**config.mk**
```make
export PLATFORM = sky130hd
export DESIGN_NAME = dca_matrix_mac_lsu_scheduler
export DESIGN_NICKNAME = d
export VERILOG_FILES = /design/src/rtl/dca_matrix_mac_lsu_scheduler.sv
export SDC_FILE = /design/constraint.sdc
export NUM_CORES = 1
export LEC_CHECK = 0
export CAP_MARGIN = 20
export CORE_MARGIN = 2
export CORE_UTILIZATION = 35
export DETAILED_ROUTE_END_ITERATION = 12
export PLACE_DENSITY = 0.67
export REMOVE_ABC_BUFFERS = 1
export SYNTH_ARGS = -nofsm -noshare
export SYNTH_HDL_FRONTEND = slang
export SYNTH_SLANG_ARGS = --single-unit
```
**constraint.sdc**
```tcl
create_clock -name clk -period 2.9 [get_ports clk]
set_input_delay 0.58 -clock clk [delete_from_list [all_inputs] [get_ports clk]]
set_output_delay 0.58 -clock clk [all_outputs]
set_load 0.05 [all_outputs]
```
**src/rtl/dca_matrix_mac_lsu_scheduler.sv**
```systemverilog
// dca_matrix_mac_lsu_scheduler: sequences one macro instruction across A/B load LSUs, MAC datapath and C store LSU
module dca_matrix_mac_lsu_scheduler #(
   parameter int BW_LSU_INST = 32,
   parameter int BW_OP_COUNT = 16,
   localparam int BW_INST = 2 + 3 * BW_LSU_INST
) (
   input  logic                     clk,
   input  logic                     rstnn,
   input  logic                     clear_request,
   output logic                     clear_finish,
   input  logic                     inst_fifo_rready,
   input  logic [BW_INST-1:0]       inst_fifo_rdata,
   output logic                     inst_fifo_rrequest,
   output logic                     operation_finish,
   output logic                     ma_inst_wvalid,
   output logic [BW_LSU_INST-1:0]   ma_inst_wdata,
   input  logic                     ma_inst_wready,
   input  logic                     ma_inst_execute_finish,
   input  logic                     ma_busy,
   output logic                     mb_inst_wvalid,
   output logic [BW_LSU_INST-1:0]   mb_inst_wdata,
   input  logic                     mb_inst_wready,
   input  logic                     mb_inst_execute_finish,
   input  logic                     mb_busy,
   output logic                     mc_inst_wvalid,
   output logic [BW_LSU_INST-1:0]   mc_inst_wdata,
   input  logic                     mc_inst_wready,
   input  logic                     mc_inst_execute_finish,
   input  logic                     mc_busy,
   output logic                     compute_start,
   input  logic                     compute_done,
   output logic [BW_OP_COUNT+3:0]   status
);
   typedef enum logic [2:0] {IDLE, ISSUE_AB, WAIT_LOAD, COMPUTE, ISSUE_C, WAIT_STORE, FINISH, CLEAR} state_t;
   state_t                 state;
   logic [BW_INST-1:0]     inst;
   logic [BW_OP_COUNT-1:0] op_count;
   logic [2:0]             wvalid, issued, done, hs, fin;
   logic [1:0]             opcode, rd_op;
   logic                   pop, no_pending;
   // bit 0 = A load, bit 1 = B load, bit 2 = C store
   assign hs = wvalid & {mc_inst_wready, mb_inst_wready, ma_inst_wready};
   assign fin = {mc_inst_execute_finish, mb_inst_execute_finish, ma_inst_execute_finish};
   assign no_pending = ~|(wvalid & ~hs);
   assign opcode = inst[BW_INST-1 -: 2];
   assign rd_op = inst_fifo_rdata[BW_INST-1 -: 2];
   assign pop = (state == IDLE) & inst_fifo_rready & ~clear_request;
   assign inst_fifo_rrequest = rstnn & pop;
   assign {mc_inst_wvalid, mb_inst_wvalid, ma_inst_wvalid} = wvalid;
   assign ma_inst_wdata = inst[BW_LSU_INST-1:0];
   assign mb_inst_wdata = inst[2*BW_LSU_INST-1 -: BW_LSU_INST];
   assign mc_inst_wdata = inst[3*BW_LSU_INST-1 -: BW_LSU_INST];
   assign status = {op_count, state != IDLE, state};
   // control FSM: handshakes and finish tracking run in every state, transitions and pulses per state
   always_ff @(posedge clk or negedge rstnn) begin
      if (!rstnn) begin
         state <= IDLE;
         inst <= '0;
         op_count <= '0;
         wvalid <= '0;
         issued <= '0;
         done <= '0;
         compute_start <= 1'b0;
         operation_finish <= 1'b0;
         clear_finish <= 1'b0;
      end else begin
         compute_start <= 1'b0;
         operation_finish <= 1'b0;
         clear_finish <= 1'b0;
         wvalid <= wvalid & ~hs;
         issued <= issued | hs;
         done <= done | (fin & (issued | hs));
         case (state)
            IDLE: begin
               if (clear_request) state <= CLEAR;
               else if (inst_fifo_rready) begin
                  inst <= inst_fifo_rdata;
                  state <= rd_op == 2'd3 ? FINISH : rd_op == 2'd2 ? ISSUE_C : ISSUE_AB;
                  wvalid <= rd_op == 2'd3 ? 3'b000 : rd_op == 2'd2 ? 3'b100 : 3'b011;
                  operation_finish <= rd_op == 2'd3;
               end
            end
            FINISH: begin
               op_count <= op_count + 1'b1;
               issued <= '0;
               done <= '0;
               state <= IDLE;
            end
            CLEAR: begin
               if (!ma_busy && !mb_busy && !mc_busy && !(|wvalid)) begin
                  clear_finish <= 1'b1;
                  issued <= '0;
                  done <= '0;
                  state <= IDLE;
               end
            end
            default: begin
               if (clear_request) begin
                  if (no_pending) state <= CLEAR;
               end else begin
                  case (state)
                     ISSUE_AB: if (&(issued[1:0] | hs[1:0])) state <= WAIT_LOAD;
                     WAIT_LOAD: begin
                        if (&done[1:0]) begin
                           state <= opcode == 2'd0 ? COMPUTE : FINISH;
                           compute_start <= opcode == 2'd0;
                           operation_finish <= opcode != 2'd0;
                        end
                     end
                     COMPUTE: begin
                        if (compute_done) begin
                           state <= ISSUE_C;
                           wvalid <= 3'b100;
                        end
                     end
                     ISSUE_C: if (hs[2]) state <= WAIT_STORE;
                     WAIT_STORE: begin
                        if (done[2]) begin
                           state <= FINISH;
                           operation_finish <= 1'b1;
                        end
                     end
                     default: ;
                  endcase
               end
            end
         endcase
      end
   end
endmodule
```
==> results of run 1 <==
-- cells in the mapped netlist, types with 2 or more instances --
cell type	count
a21oi_1	11
a31oi_1	2
buf_2	13
buf_4	97
dfrtp_1	129
inv_1	7
mux2_2	99
mux2i_1	2
nand2_1	12
nand2b_1	2
nand3_1	8
nand4_1	5
nor2_1	16
nor2_2	2
nor2b_1	4
nor3_1	6
nor4_1	2
o21ai_0	5
o22ai_1	3
xnor2_1	9
xor2_1	6
-- kinds of logic after synthesis --
family                     count (synthesis)
adders and majority gates                  1
and+or+nand+nor                           66
muxes                                    102
xor gates and xnor gates                  15
DFF                                      129
AOI/OAI and AO/OA                         28
buffers and inverters                    118
-- area by class of cell --
class                           instances  share of cell area (%)
Clock buffer                           22                   5.688
Tap cell                              220                   3.302
Clock inverter                         10                  0.7354
Multi-Input combinational cell        212                   22.30
Sequential cell                       129                   38.72
Inverter                                7                  0.3152
Timing Repair Buffer                  239                   28.94
-- registers in the layout (all words and copies together), names as in the netlist --
signal            cells
issued                3
operation_finish      1
compute_start         1
clear_finish          1
wvalid                3
state                 3
inst                 98
done                  3
op_count             16
-- routing by layer --
layer	routed length, µm	global-route usage, %	part of all wire [%]
met5	0	0	0
met1	5279	18.20	40
met2	6538	24.70	49
met3	1152	5.404	8.7
met4	246	6.678	1.9
-- power by group --
part           total (mW)  leakage (nW)  internal, mW  switching (mW)
clock network        1.90         0.261          1.15           0.753
registers            3.04          1.63          2.57           0.468
logic                5.61          1.72          2.08            3.53
-- path summary, 6_finish.rpt --
kind / endpoint / slack [ps] / cells past startpoint
max: status[3] / 180 / 3
min: inst[30]$_DFFE_PN0P_ / 260 / 2
max reg2reg: inst[88]$_DFFE_PN0P_ / 920 / 4
min reg2reg: op_count[15]$_DFFE_PN0P_ / 480 / 1
max in group asynchronous: state[2]$_DFFE_PN0P_ / 2080 / 2
min in group clk: op_count[15]$_DFFE_PN0P_ / 480 / 1
-- through the flow --
| stage | hold slack, ps | cell area [µm²] | util [%] |
|---|---|---|---|
| final | 256.2 | 8337 | 50.45 |
| after global routing | 351.9 | 8337 | 50.45 |
| after floorplan | 284.4 | 5101 | - |
| after global placement | 462.7 | 7801 | 47.21 |
| after detailed placement | 463.7 | 7801 | 47.21 |
| after CTS | 317.6 | 8337 | 50.45 |
==> impl_metrics.prom, run 1 <==
# TYPE chip_impl_metric gauge
chip_impl_metric{name="synth-xor-area-share",unit="%"} 2.227
chip_impl_metric{name="ctsHtreeMaxLevel",unit=""} 4
chip_impl_metric{name="seq_area_frac_synth",unit="%"} 54.73
chip_impl_metric{name="dieWidth",unit="µm"} 133.8
chip_impl_metric{name="critical_path_arrival",unit="ps"} 2140
chip_impl_metric{name="number_of_violations_reported_at_the_end_of_detailed_routing_iteration_0",unit=""} 136
chip_impl_metric{name="cts-resized-gates",unit=""} 0
chip_impl_metric{name="cts.repair_timing.setup_buffer_count",unit=""} 0
chip_impl_metric{name="drt_pass1_iterations",unit=""} 4
chip_impl_info{name="startpoint_types",value="flip-flop"} 1
chip_impl_metric{name="cts.sinks",unit=""} 129
chip_impl_metric{name="finalCriticalPeriod",unit="ps"} 2720
chip_impl_metric{name="final_net_count",unit=""} 719
chip_impl_info{name="dominant_combinational_cell_family_by_area_after_synthesis",value="multiplexers"} 1
chip_impl_metric{name="syn-mean-instance-area",unit="µm²"} 12.85
chip_impl_metric{name="synth_cells",unit=""} 459
chip_impl_metric{name="floorplan.core_area",unit="µm²"} 16520
chip_impl_metric{name="total_die_area",unit="µm²"} 17910
chip_impl_metric{name="cts_inserted_buffers",unit=""} 17
chip_impl_info{name="worstSetupStartpoint",value="state[2]$_DFFE_PN0P_"} 1
chip_impl_metric{name="power-per-cell-area",unit="nW/µm²"} 1266
chip_impl_metric{name="synth_async_sr_flop_share",unit="%"} 100.0
chip_impl_metric{name="seqCellArea",unit="µm²"} 3228
chip_impl_metric{name="synth_mux_area_share",unit="%"} 19.50
chip_impl_info{name="hold_class",value="primary input to asynchronous set/reset pin"} 1
chip_impl_metric{name="post_drt_via_cell_ratio",unit=""} 4.518
chip_impl_metric{name="globalRouteTotalUtil",unit="%"} 15.19
chip_impl_metric{name="tightestPinTransition",unit="ps"} 712.6
chip_impl_metric{name="grt_pass1_wl",unit="µm"} 21250
chip_impl_info{name="path_delay_family",value="buffers and inverters"} 1
chip_impl_metric{name="grt_start_max_net_pins",unit=""} 130
chip_impl_metric{name="dpl_worst_slack",unit="ps"} 442.4
chip_impl_metric{name="num_vias",unit=""} 3791
chip_impl_metric{name="max_cap_viol",unit=""} 0
chip_impl_metric{name="post_cts_hold_buffer_count",unit=""} 0
chip_impl_info{name="synth_top_cell_by_area",value="dfrtp_1"} 1
chip_impl_metric{name="final_worst_clock_skew",unit="ps"} 6.221
chip_impl_info{name="crit_slowest_cell",value="clkdlybuf4s50_1"} 1
chip_impl_metric{name="yosysTopAreaCellShare",unit="%"} 54.73
chip_impl_metric{name="power",unit="mW"} 10.55
chip_impl_metric{name="required",unit="ps"} 2320
chip_impl_metric{name="area_share_of_and_or_nand_nor_cells_after_synthesis",unit="%"} 6.088
chip_impl_metric{name="place.port_buffers",unit=""} 234
chip_impl_metric{name="die_y",unit="µm"} 133.8
chip_impl_metric{name="hold_viol",unit=""} 0
chip_impl_metric{name="report.final.slew_viol_count",unit=""} 0
chip_impl_metric{name="drt.antenna.violating_nets",unit=""} 0
chip_impl_metric{name="postLayoutSetupSlackWorst",unit="ps"} 179.8
chip_impl_metric{name="yosysUniqueCellTypes",unit=""} 40
chip_impl_metric{name="clock_insertion_delay_worst_skew",unit="ps"} 410
chip_impl_metric{name="timing.critical_path.fanout_max",unit=""} 16
chip_impl_info{name="timing_worst_setup_path_type",value="flip-flop to output port"} 1
chip_impl_metric{name="setup_viol_count_final",unit=""} 0
chip_impl_metric{name="netlist_area",unit="µm²"} 5898
chip_impl_metric{name="synth_compound_gate_area_share",unit="%"} 3.288
chip_impl_metric{name="fmax",unit="MHz"} 367.6
chip_impl_info{name="synthTopCellsByArea",value="dfrtp_1 (55%), mux2_2 (19%), buf_4 (12%)"} 1
chip_impl_metric{name="post_synth_fa_ha_maj_area_fraction",unit="%"} 0.2121
chip_impl_metric{name="place_hpwl",unit="µm"} 9512
chip_impl_metric{name="row_count",unit=""} 47
chip_impl_info{name="layout.cells.most_common_list",value="clkdlybuf4s50_1 (232), dfrtp_1 (129), mux2_2 (99)"} 1
chip_impl_metric{name="path_buf_inv",unit=""} 2
chip_impl_info{name="cts_tree",value="done"} 1
chip_impl_info{name="status",value="finished, final reports clean"} 1
chip_impl_metric{name="floorplan.io_pins",unit=""} 235
chip_impl_metric{name="gpl.final_weighted_congestion",unit=""} 0.8258
chip_impl_metric{name="cts.reportedPaths.clkPinSlew",unit="ps"} 50
chip_impl_metric{name="numPlacedInstances",unit=""} 807
chip_impl_info{name="cts_root_buf",value="clkbuf_16"} 1
chip_impl_info{name="crit-reg2reg-launch",value="state[2]$_DFFE_PN0P_"} 1
chip_impl_metric{name="syn_to_final_growth",unit="%"} 41.34
chip_impl_metric{name="antenna-diode-count",unit=""} 0
chip_impl_metric{name="routed_wirelength",unit="µm"} 13220
chip_impl_metric{name="synth-edff-count",unit=""} 0
chip_impl_metric{name="first_global_vias",unit=""} 4099
chip_impl_metric{name="max_slew_margin",unit="%"} 52.50
chip_impl_info{name="cp-end-kind",value="output port"} 1
chip_impl_info{name="worstPathCellList",value="inv_1 > nand2_1 > clkdlybuf4s50_1"} 1
chip_impl_metric{name="power.ir.vdd_worst",unit="mV"} 0.6554
chip_impl_info{name="final_common_cell",value="clkdlybuf4s50_1"} 1
chip_impl_metric{name="fillers",unit=""} 1429
chip_impl_metric{name="postSynthRegisterBits",unit=""} 129
chip_impl_metric{name="drc_violations",unit=""} 0
chip_impl_metric{name="min_period_over_period",unit="%"} 93.80
chip_impl_metric{name="initial_utilization",unit="%"} 35.69
chip_impl_metric{name="synthesis.yosys.warnings",unit=""} 0
chip_impl_metric{name="instances_no_fill",unit=""} 839
chip_impl_metric{name="multi_input_area",unit="µm²"} 1859
chip_impl_metric{name="clockBufferDepth",unit=""} 2
chip_impl_metric{name="power.static_leakage",unit="nW"} 3.616
chip_impl_metric{name="fraction_of_final_layout_cells_with_drive_strength_greater_than_1",unit="%"} 23.75
chip_impl_info{name="rsz_0062_raised_after_global_routing",value="false"} 1
chip_impl_metric{name="cpPeakStageDelay",unit="ps"} 810
chip_impl_metric{name="routed_wire_length_per_instance",unit="µm"} 15.75
chip_impl_metric{name="fin_setup_tns",unit="ps"} 0
chip_impl_metric{name="globalRoute.totalOverflow",unit=""} 0
chip_impl_metric{name="antenna_found_initial",unit=""} 0
chip_impl_info{name="synthFlopType",value="dfrtp_1"} 1
(Power assumes the default switching activity.)
==> inputs of run 2 (changes only) <==
--- a/config.mk
+++ b/config.mk
@@ -5,9 +5,11 @@
 export SDC_FILE = /design/constraint.sdc
 export NUM_CORES = 1
 export LEC_CHECK = 0
+export ABC_CLOCK_PERIOD_IN_PS = 2900
 export CAP_MARGIN = 20
 export CORE_MARGIN = 2
 export CORE_UTILIZATION = 35
+export CTS_BUF_LIST = sky130_fd_sc_hd__clkbuf_8
 export DETAILED_ROUTE_END_ITERATION = 12
 export PLACE_DENSITY = 0.67
 export REMOVE_ABC_BUFFERS = 1
==> run 2 against run 1 <==
Cell count did not move. Setup slack got worse by 27 ps. Final area down 2.3%. Total power fell by 5.5%. Utilization decreased by 1.2 points. Via count barely moved. Critical endpoint unchanged. Largest cell class unchanged.
==> impl_metrics.prom, run 2 (synthesis results as in run 1) <==
# TYPE chip_impl_metric gauge
chip_impl_info{name="status",value="finished, final reports clean"} 1
chip_impl_metric{name="fin_setup_tns",unit="ps"} 0
chip_impl_metric{name="total_die_area",unit="µm²"} 17910
chip_impl_info{name="cts_tree",value="done"} 1
chip_impl_metric{name="cpPeakStageDelay",unit="ps"} 810
chip_impl_metric{name="power-per-cell-area",unit="nW/µm²"} 1224
chip_impl_metric{name="path_buf_inv",unit=""} 2
chip_impl_metric{name="clockBufferDepth",unit=""} 2
chip_impl_metric{name="num_vias",unit=""} 3788
chip_impl_metric{name="floorplan.core_area",unit="µm²"} 16520
chip_impl_metric{name="hold_viol",unit=""} 0
chip_impl_info{name="path_delay_family",value="buffers and inverters"} 1
chip_impl_metric{name="report.final.slew_viol_count",unit=""} 0
chip_impl_metric{name="final_worst_clock_skew",unit="ps"} 8.003
chip_impl_metric{name="post_drt_via_cell_ratio",unit=""} 4.515
chip_impl_metric{name="first_global_vias",unit=""} 4103
chip_impl_metric{name="worst_r2r_path_depth",unit=""} 4
chip_impl_metric{name="routed_wire_length_per_instance",unit="µm"} 15.69
chip_impl_info{name="hold_class",value="primary input to asynchronous set/reset pin"} 1
chip_impl_info{name="rsz_0062_raised_after_global_routing",value="false"} 1
chip_impl_info{name="cts_root_buf",value="clkbuf_8"} 1
chip_impl_metric{name="final_net_count",unit=""} 719
chip_impl_info{name="regToRegEndpoint",value="inst[88]$_DFFE_PN0P_"} 1
chip_impl_metric{name="gpl.final_weighted_congestion",unit=""} 0.8258
chip_impl_info{name="crit-reg2reg-launch",value="state[2]$_DFFE_PN0P_"} 1
chip_impl_metric{name="cts.repair_timing.setup_buffer_count",unit=""} 0
chip_impl_metric{name="post_cts_hold_buffer_count",unit=""} 0
chip_impl_metric{name="tightestPinTransition",unit="ps"} 725.7
chip_impl_metric{name="floorplan.io_pins",unit=""} 235
chip_impl_info{name="cp-end-kind",value="output port"} 1
chip_impl_metric{name="dieWidth",unit="µm"} 133.8
chip_impl_metric{name="largest_register_ff_count",unit=""} 98
chip_impl_info{name="final_common_cell",value="clkdlybuf4s50_1"} 1
chip_impl_info{name="startpoint_types",value="flip-flop"} 1
chip_impl_info{name="layout.cells.most_common_list",value="clkdlybuf4s50_1 (232), dfrtp_1 (129), mux2_2 (99)"} 1
chip_impl_metric{name="fillers",unit=""} 1443
chip_impl_metric{name="syn_to_final_growth",unit="%"} 38.10
chip_impl_metric{name="power.static_leakage",unit="nW"} 3.537
chip_impl_metric{name="setup_viol_count_final",unit=""} 0
chip_impl_info{name="layout_top_registers",value="inst x98, op_count x16"} 1
chip_impl_metric{name="drt_pass1_iterations",unit=""} 4
chip_impl_metric{name="antenna-diode-count",unit=""} 0
chip_impl_metric{name="min_period_over_period",unit="%"} 94.73
chip_impl_info{name="worstPathCellList",value="inv_1 > nand2_1 > clkdlybuf4s50_1"} 1
chip_impl_metric{name="max_cap_viol",unit=""} 0
chip_impl_metric{name="place.port_buffers",unit=""} 234
chip_impl_info{name="crit_slowest_cell",value="clkdlybuf4s50_1"} 1
chip_impl_metric{name="cts.reportedPaths.clkPinSlew",unit="ps"} 70
chip_impl_metric{name="globalRouteTotalUtil",unit="%"} 15.02
chip_impl_metric{name="finalCriticalPeriod",unit="ps"} 2747
chip_impl_metric{name="globalRoute.totalOverflow",unit=""} 0
chip_impl_metric{name="required",unit="ps"} 2320
chip_impl_info{name="largest-register",value="inst"} 1
chip_impl_metric{name="drt.antenna.violating_nets",unit=""} 0
chip_impl_metric{name="max_slew_margin",unit="%"} 51.62
chip_impl_metric{name="drc_violations",unit=""} 0
chip_impl_metric{name="routed_wirelength",unit="µm"} 13170
chip_impl_metric{name="place_hpwl",unit="µm"} 9512
chip_impl_metric{name="clock_insertion_delay_worst_skew",unit="ps"} 430
chip_impl_metric{name="power.ir.vdd_worst",unit="mV"} 0.6384
chip_impl_info{name="timing_worst_setup_path_type",value="flip-flop to output port"} 1
chip_impl_metric{name="antenna_found_initial",unit=""} 0
chip_impl_metric{name="fmax",unit="MHz"} 364.0
chip_impl_metric{name="grt_pass1_wl",unit="µm"} 21090
chip_impl_metric{name="holdWs",unit="ps"} 236.8
chip_impl_metric{name="grt_start_max_net_pins",unit=""} 130
chip_impl_metric{name="fraction_of_final_layout_cells_with_drive_strength_greater_than_1",unit="%"} 23.75
chip_impl_metric{name="number_of_violations_reported_at_the_end_of_detailed_routing_iteration_0",unit=""} 137
chip_impl_metric{name="layout.core_utilization",unit="%"} 49.29
chip_impl_metric{name="cts.sinks",unit=""} 129
chip_impl_metric{name="critical_path_arrival",unit="ps"} 2170
chip_impl_metric{name="timing.critical_path.fanout_max",unit=""} 16
chip_impl_metric{name="r2r_slack",unit="ps"} 900
chip_impl_metric{name="ctsHtreeMaxLevel",unit=""} 4
chip_impl_metric{name="initial_utilization",unit="%"} 35.69
chip_impl_metric{name="cts_inserted_buffers",unit=""} 17
chip_impl_metric{name="cts-resized-gates",unit=""} 0
chip_impl_metric{name="die_y",unit="µm"} 133.8
chip_impl_metric{name="row_count",unit=""} 47
## run 2: cell type report
| type | count | area, µm² | area share, % |
|---|---|---|---|
| flip-flops and latches | 129 | 3228 | 39.63 |
| multi-input cells | 212 | 1859 | 22.83 |
| clock inverters | 12 | 68.82 | 0.8449 |
| repair buffers | 239 | 2412 | 29.62 |
| clock buffers | 20 | 275.3 | 3.379 |
| well taps | 220 | 275.3 | 3.379 |
| inverters | 7 | 26.28 | 0.3226 |
## run 2: worst max-delay path by stage
stage                          from                    to  cells past startpoint
6_report       state[2]$_DFFE_PN0P_             status[3]                      3
5_1_grt        state[2]$_DFFE_PN0P_             status[3]                      3
4_1_cts        state[2]$_DFFE_PN0P_             status[3]                      3
3_5_place_dp                mc_busy  state[1]$_DFFE_PN0P_                      6
3_3_place_gp                mc_busy  state[1]$_DFFE_PN0P_                      6
2_1_floorplan  state[1]$_DFFE_PN0P_    inst_fifo_rrequest                      3
## run 2: worst reg2reg max path: stages, from the launching register on
cell and delay [ps]:
dfrtp_1 630, nor2_1 170, nand3_4 140, buf_12 390, mux2_2 560
## run 2: per-layer routing
metal / part of all wire (%) / global-route usage [%]
met3: 8.7 / 5.745
met1: 40 / 17.88
met4: 1.2 / 4.965
met5: 0 / 0
met2: 50 / 25.04
## run 2: power breakdown
group          internal (mW)  switching, mW
Sequential              2.57          0.469
Combinational           2.08           3.53
Clock                  0.643          0.680
## run 2: through the flow
stage / total power [mW] / worst slack (ps) / cells / cell area [µm²]
6_report: 9.969 / 152.8 / 839 / 8145
2_1_floorplan: 6.682 / -2680 / 348 / 5101
3_5_place_dp: 8.719 / 442.4 / 807 / 7801
4_1_cts: 10.08 / 130.7 / 839 / 8145
5_1_grt: 10.44 / 47.49 / 839 / 8145
3_3_place_gp: 8.610 / 459.8 / 807 / 7801
